## config.mk

```make
export PLATFORM = sky130hd
export DESIGN_NAME = pll_drp_master
export DESIGN_NICKNAME = d
export VERILOG_FILES = /design/src/rtl/pll_drp_master.sv
export SDC_FILE = /design/constraint.sdc
export NUM_CORES = 1
export LEC_CHECK = 0
export CAP_MARGIN = 10
export CORE_MARGIN = 8
export CORE_UTILIZATION = 46
export DETAILED_ROUTE_END_ITERATION = 16
export HOLD_SLACK_MARGIN = 0.03
export PLACE_DENSITY = 0.88
export SLEW_MARGIN = 15
export SYNTH_ARGS = -nofsm -noshare
export SYNTH_HDL_FRONTEND = slang
export SYNTH_SLANG_ARGS = --single-unit
```

## constraint.sdc

```tcl
create_clock -name drp_clk -period 2.1 [get_ports drp_clk]
set_input_delay 0.21 -clock drp_clk [delete_from_list [all_inputs] [get_ports drp_clk]]
set_output_delay 0.21 -clock drp_clk [all_outputs]
set_load 0.05 [all_outputs]
```

## src/rtl/pll_drp_master.sv

```systemverilog
// PLL DRP initiator: read / write / read-modify-write sequencing onto the
// DRP strobes, with ready timeout and generation of the PLL DRP reset.
module pll_drp_master #(
  parameter int TIMEOUT_CYC = 64,
  parameter int RSTN_HOLD   = 4
) (
  input  logic       drp_clk,
  input  logic       drp_rst,
  input  logic       cmd_valid,
  output logic       cmd_ready,
  input  logic [1:0] cmd_op,
  input  logic [7:0] cmd_addr,
  input  logic [7:0] cmd_wdata,
  input  logic [7:0] cmd_mask,
  output logic       rsp_valid,
  output logic [7:0] rsp_rdata,
  output logic       rsp_err,
  output logic       rsp_timeout,
  output logic       drp_rstn,
  output logic       drp_sel,
  output logic       drp_rd,
  output logic       drp_wr,
  output logic [7:0] drp_addr,
  output logic [7:0] drp_wdata,
  input  logic       drp_rdy,
  input  logic       drp_err,
  input  logic [7:0] drp_rdata
);

  typedef enum logic [2:0] {
    IDLE,
    RD_REQ,
    RD_WAIT,
    MODIFY,
    WR_REQ,
    WR_WAIT,
    DONE
  } state_t;

  localparam logic [7:0] TO_LAST   = 8'(TIMEOUT_CYC - 1);
  localparam logic [3:0] HOLD_LAST = 4'(RSTN_HOLD - 1);

  state_t     state;
  logic       rmw_q;
  logic [7:0] wdata_q;
  logic [7:0] mask_q;
  logic [7:0] rdata_q;
  logic [7:0] wait_cnt;
  logic [3:0] hold_cnt;

  logic rstn_nxt;
  logic accept;
  logic timed_out;

  assign rstn_nxt  = drp_rstn | (hold_cnt == HOLD_LAST);
  assign accept    = cmd_valid & cmd_ready;
  assign timed_out = (wait_cnt == TO_LAST);

  always_ff @(posedge drp_clk or posedge drp_rst) begin
    if (drp_rst) begin
      state       <= IDLE;
      cmd_ready   <= 1'b0;
      rsp_valid   <= 1'b0;
      rsp_rdata   <= 8'h00;
      rsp_err     <= 1'b0;
      rsp_timeout <= 1'b0;
      drp_rstn    <= 1'b0;
      drp_sel     <= 1'b0;
      drp_rd      <= 1'b0;
      drp_wr      <= 1'b0;
      drp_addr    <= 8'h00;
      drp_wdata   <= 8'h00;
      rmw_q       <= 1'b0;
      wdata_q     <= 8'h00;
      mask_q      <= 8'h00;
      rdata_q     <= 8'h00;
      wait_cnt    <= 8'h00;
      hold_cnt    <= 4'h0;
    end else begin
      drp_rstn  <= rstn_nxt;
      if (!drp_rstn) hold_cnt <= hold_cnt + 4'd1;
      rsp_valid <= 1'b0;
      drp_rd    <= 1'b0;
      drp_wr    <= 1'b0;

      unique case (state)
        IDLE: begin
          cmd_ready <= rstn_nxt;
          if (accept) begin
            cmd_ready <= 1'b0;
            rmw_q     <= cmd_op[1];
            wdata_q   <= cmd_wdata;
            mask_q    <= cmd_mask;
            rdata_q   <= 8'h00;
            unique case (cmd_op)
              2'b00, 2'b10: begin
                state    <= RD_REQ;
                drp_sel  <= 1'b1;
                drp_rd   <= 1'b1;
                drp_addr <= cmd_addr;
              end
              2'b01: begin
                state     <= WR_REQ;
                drp_sel   <= 1'b1;
                drp_wr    <= 1'b1;
                drp_addr  <= cmd_addr;
                drp_wdata <= cmd_wdata;
              end
              default: begin
                state       <= DONE;
                rsp_valid   <= 1'b1;
                rsp_err     <= 1'b1;
                rsp_timeout <= 1'b0;
                rsp_rdata   <= 8'h00;
              end
            endcase
          end
        end

        RD_REQ: begin
          state    <= RD_WAIT;
          wait_cnt <= 8'h00;
        end

        RD_WAIT: begin
          if (drp_rdy) begin
            rdata_q <= drp_rdata;
            drp_sel <= 1'b0;
            // a failed read never proceeds to the write half of an RMW
            if (drp_err || !rmw_q) begin
              state       <= DONE;
              rsp_valid   <= 1'b1;
              rsp_err     <= drp_err;
              rsp_timeout <= 1'b0;
              rsp_rdata   <= drp_rdata;
            end else begin
              state <= MODIFY;
            end
          end else if (timed_out) begin
            state       <= DONE;
            drp_sel     <= 1'b0;
            rsp_valid   <= 1'b1;
            rsp_err     <= 1'b1;
            rsp_timeout <= 1'b1;
            rsp_rdata   <= 8'h00;
          end else begin
            wait_cnt <= wait_cnt + 8'd1;
          end
        end

        MODIFY: begin
          state     <= WR_REQ;
          drp_sel   <= 1'b1;
          drp_wr    <= 1'b1;
          drp_wdata <= (rdata_q & ~mask_q) | (wdata_q & mask_q);
        end

        WR_REQ: begin
          state    <= WR_WAIT;
          wait_cnt <= 8'h00;
        end

        WR_WAIT: begin
          if (drp_rdy) begin
            state       <= DONE;
            drp_sel     <= 1'b0;
            rsp_valid   <= 1'b1;
            rsp_err     <= drp_err;
            rsp_timeout <= 1'b0;
            rsp_rdata   <= rdata_q;
          end else if (timed_out) begin
            state       <= DONE;
            drp_sel     <= 1'b0;
            rsp_valid   <= 1'b1;
            rsp_err     <= 1'b1;
            rsp_timeout <= 1'b1;
            rsp_rdata   <= rdata_q;
          end else begin
            wait_cnt <= wait_cnt + 8'd1;
          end
        end

        DONE: begin
          state     <= IDLE;
          cmd_ready <= rstn_nxt;
        end

        default: state <= IDLE;
      endcase
    end
  end

endmodule

```

==> results of run 1 <==
-- sequential cells by signal, indices dropped and copies added, names as in the netlist, 3 cells and up --
name / cells
drp_wdata: 8
wdata_q: 8
drp_addr: 8
hold_cnt: 4
wait_cnt: 8
rdata_q: 8
rsp_rdata: 8
mask_q: 8
state: 3
-- cell usage in the layout, fill, tap and decap left out, types with 2 or more instances in the layout --
master / n
or3_4: 2
a22oi_1: 2
inv_1: 6
a31oi_1: 2
a22o_1: 16
nand2_1: 14
nor2_1: 15
nand3_1: 3
ha_1: 2
mux2_2: 42
dfrtp_1: 72
and3_1: 4
nand4_1: 2
clkbuf_8: 10
clkdlybuf4s50_1: 70
o21bai_1: 2
nor3b_1: 3
nor3_1: 2
clkinv_2: 2
a21oi_1: 14
o211ai_1: 3
and3b_1: 2
buf_4: 16
o21ai_0: 6
nand2b_1: 5
nand3b_1: 4
mux2i_1: 13
nor2b_1: 2
and2_1: 3
xnor2_1: 3
-- power by group --
part / internal [µW] / total (µW) / switching, µW / leakage, µW
combinational: 1370 / 3240 / 1870 / 0.000970
sequential: 1910 / 2250 / 344 / 0.000905
clock: 580 / 1090 / 514 / 0.0000993
-- kinds of logic after synthesis --
kind of cell	count (synthesis)	share of synthesized area
buf+inv	22	0.0285
simple gates	64	0.106
compound gates	61	0.140
flops	72	0.532
xor+xnor	3	0.00776
mux	55	0.178
fa+ha+maj	2	0.00739
-- per-layer routing --
| metal | up-vias | track usage | part of all wire |
|---|---|---|---|
| met3 | 12 | 0.0405 | 0.070 |
| met4 | 0 | 0.0447 | 0.012 |
| met1 | 1282 | 0.194 | 0.40 |
| met2 | 90 | 0.293 | 0.52 |
| li1 | 1193 | - | - |
| met5 | - | 0 | 0 |
-- metrics by stage --
stage | std cells | utilization | power [µW] | worst slack, ns | hold WS, ns
floorplan | 279 | - | 4450 | 0.0651 | 0.281
global placement | 451 | 0.597 | 5380 | 0.109 | 0.462
detailed placement | 451 | 0.597 | 5520 | 0.0594 | 0.468
CTS | 467 | 0.625 | 6620 | 0.0670 | 0.293
global route | 467 | 0.625 | 6940 | 0.0176 | 0.315
finish | 467 | 0.625 | 6590 | 0.0678 | 0.248
-- final cells by class --
class	instances	share of cell area
Sequential cell	72	0.401
Multi-Input combinational cell	185	0.331
Timing Repair Buffer	88	0.190
Clock buffer	11	0.0315
Tap cell	99	0.0276
Clock inverter	5	0.0125
Inverter	7	0.00585
-- how the worst max path moves through the flow --
| stage | from | to | slack [ns] |
|---|---|---|---|
| 2_1_floorplan | drp_rst | cmd_ready | 0.07 |
| 3_3_place_gp | cmd_valid | rsp_rdata[1] | 0.11 |
| 3_5_place_dp | cmd_valid | rsp_rdata[0] | 0.06 |
| 4_1_cts | state[1] | rsp_rdata[5] | 0.07 |
| 5_1_grt | state[1] | rsp_rdata[0] | 0.02 |
| 6_report | state[1] | rsp_rdata[5] | 0.07 |
-- worst register-to-register path: stages (launching register included) --
cell	delay (ns)
dfrtp_1	0.40
or3_4	0.41
or3_4	0.40
a21oi_4	0.32
mux2_2	0.39
-- what timing repair did --
item,CTS,global route
gates resized for setup,0,1
buffers inserted,0,0
setup endpoints to repair,0,1
==> out/metrics.cfg, run 1 <==
[route]
drc=0
drt_iter0_markers=104
wirelength_um=8280
routed_via_density=5.52
dr.pass1.iters=4
drtAntennaViolNets=0
routedWlPerCell_um=17.7
via_count=2577

[synth]
synth_edf_count=0
synth_commonest_cells=72 x dfrtp_1, 42 x mux2_2, 16 x a22o_1
synth-seq-area-share=0.532
ys_types=49
synth.most_common_cell=dfrtp_1
synth_top_area_cell=dfrtp_1
syn_area_um2=3380
synth_area_leaders=dfrtp_1 53%, mux2_2 14%, a22o_1 4.1%
async_flop_share=1.00
syn_inst=279
synth-seq-cells=72
yosys_warnings=0
ys.flop_type=dfrtp_1
syn_nets=320
synth.top_cell.area_share=0.532
syn_avg_cell_area_um2=12.1

[sta]
skew_ns=0.0112
timing.final.crit_share=0.968
rsz0062_at_grt=no
max_clock_freq_mhz=492
timing.slew.headroom=0.650
min_period_ns=2.03
hold_violations=0
tightest_slew_ns=0.524
setup_viol=0
slew_violations=0
setup_tns_ns=0

[placement]
placed_area_um2=4290
globalplace.congestion=0.866
portBuffers=70
hpwl_um=5970

[die]
start_util=0.472
io_pins=71
die_area_um2=10400
core_area_um2=7180
die_w_um=102
die_h_um=102
rows=31

[min_path]
hold_class=in -> async

[critical_path]
critPathMaxFanout=10
reg2reg_depth=4
rrSetupSlack_ns=0.07
cp-end-kind=flop
arrival_ns=2.26
regToRegStartpoint=state[1]
critPathTopFamily=simple AND/OR/NAND/NOR gates
path_cells=or3_4 > or3_4 > a21oi_4 > mux2_2
crit_required_ns=2.32
slowest_stage=or3_4
cp.depth=4
r2r-end=rsp_rdata[5]
crit_type=reg -> reg
cpPeakStageDelay_ns=0.41
start_kind=flop
crit_buf_inv=0
cpMostUsedCell=or3_4

[job]
maxCapViolCount=0

[clock_network]
clk_pin_slew_ns=0.07
cts_tree=built
clockBufferDepth=2
numCtsBuffers=9
clock_latency_ns=0.34
ctsHoldBuffers=0
cts_root_buf=clkbuf_8
cts_sinks=72
h-tree-depth=3

[final_layout]
ff_latch_area_um2=1800
multi_input_area_um2=1490
final_layout_size_suffix_gt1_frac=0.226
fill_cells=547
final_design_area_no_fill_um2=4490
nNetsFinal=404
area_delta_synth_final_pct=32.6
antenna_cells=0

[pwr]
power_density_nw_per_um2=1470
ir_drop_mv=0.659
leakagePower_uw=0.00197

[global_routing]
grt_pass1_vias=2704
gr-total-overflow=0
grt_usage=0.166
antenna_found_initial=0
grt_max_degree=73
grt_pass1_wl_um=13300

[status]
status=complete, no violations

(Power assumes the default switching activity.)
==> inputs of run 2 (changes only) <==
--- a/config.mk
+++ b/config.mk
@@ -6,7 +6,7 @@
 export NUM_CORES = 1
 export LEC_CHECK = 0
 export CAP_MARGIN = 10
-export CORE_MARGIN = 8
+export CORE_MARGIN = 2
 export CORE_UTILIZATION = 46
 export DETAILED_ROUTE_END_ITERATION = 16
 export HOLD_SLACK_MARGIN = 0.03
==> out/metrics.cfg, run 2 (synthesis gave the netlist of run 1 again) <==
[sta]
setup_slack_ns=0.0751  ; was 0.0678 ns
rsz0062_at_grt=no  ; unchanged
tightest_slew_ns=0.548  ; was 0.524 ns
skew_ns=0.0101  ; was 0.0112 ns
slew_violations=0  ; unchanged
timing.final.crit_share=0.964  ; was 0.968
setup_viol=0  ; unchanged
setup_tns_ns=0  ; unchanged
min_period_ns=2.02  ; was 2.03 ns
hold_ws_ns=0.226  ; was 0.248 ns
timing.slew.headroom=0.634  ; was 0.650
max_clock_freq_mhz=494  ; was 492 MHz
hold_violations=0  ; unchanged

[route]
dr.pass1.iters=4  ; unchanged
via_count=2588  ; was 2,577
met3WireLength_um=387  ; was 578 µm
routed.top_layer=met4  ; unchanged
routed_via_density=5.55  ; was 5.52
drt_iter0_markers=106  ; was 104
routedWlPerCell_um=16.8  ; was 17.7 µm
drtAntennaViolNets=0  ; unchanged
wirelength_um=7830  ; was 8280 µm
drc=0  ; unchanged
dr_wl_met2_um=3980  ; was 4330 µm
met1Wirelength_um=3310  ; was 3280 µm

[pwr]
power_frac_seq=0.337  ; was 0.342
ir_drop_mv=0.474  ; was 0.659 mV
leakagePower_uw=0.00198  ; was 0.00197 µW
power.internal_uw=3940  ; was 3860 µW
power_density_nw_per_um2=1480  ; was 1470 nW/µm²
power_switching_uw=2740  ; was 2730 µW
share_comb_of_total_power=0.482  ; was 0.492
clkPwrFrac=0.182  ; was 0.166
total_power_uw=6680  ; was 6590 µW
switching_share=0.411  ; was 0.414

[final_layout]
antenna_cells=0  ; unchanged
final_layout_size_suffix_gt1_frac=0.229  ; was 0.226
fill_cells=535  ; was 547
area_delta_synth_final_pct=33.3  ; was 32.6%
nNetsFinal=403  ; was 404
final_common_cell=dfrtp_1  ; unchanged
ff_latch_area_um2=1800  ; unchanged
final_design_area_no_fill_um2=4510  ; was 4490 µm²
final_cell_mix=72 x dfrtp_1, 70 x clkdlybuf4s50_1, 42 x mux2_2  ; unchanged
multi_input_area_um2=1490  ; about the same

[global_routing]
grt_usage=0.206  ; was 0.166
antenna_found_initial=0  ; unchanged
grt_pass1_wl_um=13300  ; about the same
grt_max_degree=51  ; was 73
gr-total-overflow=0  ; unchanged
grt_pass1_vias=2612  ; was 2,704

[clock_network]
post_cts_buffers=0  ; unchanged
cts_sinks=72  ; unchanged
numCtsBuffers=9  ; unchanged
h-tree-depth=3  ; unchanged
clk_pin_slew_ns=0.08  ; was 0.07 ns
clockBufferDepth=2  ; unchanged
cts_root_buf=clkbuf_8  ; unchanged
cts_tree=built  ; unchanged
clock_latency_ns=0.36  ; was 0.34 ns

[die]
rows=31  ; unchanged
io_pins=71  ; unchanged
die_h_um=89.8  ; was 102 µm
die_w_um=89.8  ; was 102 µm
core_area_um2=7180  ; unchanged
die_area_um2=8060  ; was 10,400 µm²
start_util=0.472  ; unchanged

[critical_path]
r2r-end=rsp_rdata[1]  ; was rsp_rdata[5]
critPathTopFamily=simple AND/OR/NAND/NOR gates  ; unchanged
critPathMaxFanout=10  ; unchanged
crit_buf_inv=0  ; unchanged
slowest_stage=or3_4  ; unchanged
cp-end-kind=flop  ; unchanged
cpMostUsedCell=or3_4  ; unchanged
arrival_ns=2.26  ; about the same
rrSetupSlack_ns=0.08  ; was 0.07 ns
crit_type=reg -> reg  ; unchanged
cpPeakStageDelay_ns=0.42  ; was 0.41 ns
start_kind=flop  ; unchanged
regToRegStartpoint=state[1]  ; unchanged
crit_required_ns=2.34  ; was 2.32 ns
path_cells=or3_4 > or3_4 > a21oi_4 > mux2_2  ; unchanged
reg2reg_depth=4  ; unchanged

[status]
status=complete, no violations  ; unchanged

[placement]
hpwl_um=5530  ; was 5970 µm
place_ws_ns=0.0327  ; was 0.0594 ns
portBuffers=70  ; unchanged
placed_area_um2=4290  ; about the same
globalplace.congestion=0.847  ; was 0.866

[job]
maxCapViolCount=0  ; unchanged

[min_path]
hold_class=in -> async  ; unchanged

run 2: timing repair:
item | CTS | global route
endpoints found under the setup margin | 0 | 8
gates resized for setup | 0 | 1
hold buffers | 0 | 0
run 2: metal layers:
layer	up-vias	global-route usage
met5	-	0
met4	0	0.0731
met3	21	0.0503
met2	92	0.354
met1	1287	0.255
li1	1188	-
run 2: final cells by class:
type | instances | share of cell area
Sequential cell | 72 | 0.399
Multi-Input combinational cell | 185 | 0.330
Timing Repair Buffer | 87 | 0.189
Clock buffer | 9 | 0.0275
Tap cell | 99 | 0.0275
Clock inverter | 7 | 0.0211
Inverter | 7 | 0.00582
run 2: worst max path at each step:
| stage | startpoint | endpoint | slack [ns] | cells after the start |
|---|---|---|---|---|
| 6_report | state[1] | rsp_rdata[1] | 0.08 | 4 |
| 5_1_grt | state[1] | wait_cnt[5] | 0.01 | 6 |
| 4_1_cts | state[1] | rsp_rdata[1] | 0.09 | 4 |
| 3_5_place_dp | cmd_valid | rsp_rdata[1] | 0.03 | 5 |
| 3_3_place_gp | cmd_valid | rsp_rdata[3] | 0.08 | 5 |
| 2_1_floorplan | drp_rst | cmd_ready | 0.07 | 1 |
run 2: power by group through the flow:
| stage | logic [µW] | registers, µW | clock network (µW) |
|---|---|---|---|
| after floorplan | 1370 | 3090 | 0 |
| after global placement | 3110 | 2230 | 0 |
| after detailed placement | 3210 | 2260 | 0 |
| after CTS | 3230 | 2250 | 1230 |
| after global routing | 3410 | 2310 | 1290 |
| final | 3220 | 2250 | 1210 |
run 2: per-stage QoR:
| step | instances | util |
|---|---|---|
| after CTS | 466 | 0.629 |
| after global placement | 450 | 0.598 |
| after floorplan | 279 | - |
| final | 466 | 0.629 |
| after global routing | 466 | 0.629 |
| after detailed placement | 450 | 0.598 |
run 2: tightest hold or removal path: stages:
cell             delay (ns)
clkdlybuf4s50_1        0.43
inv_2                  0.11
buf_12                 0.17
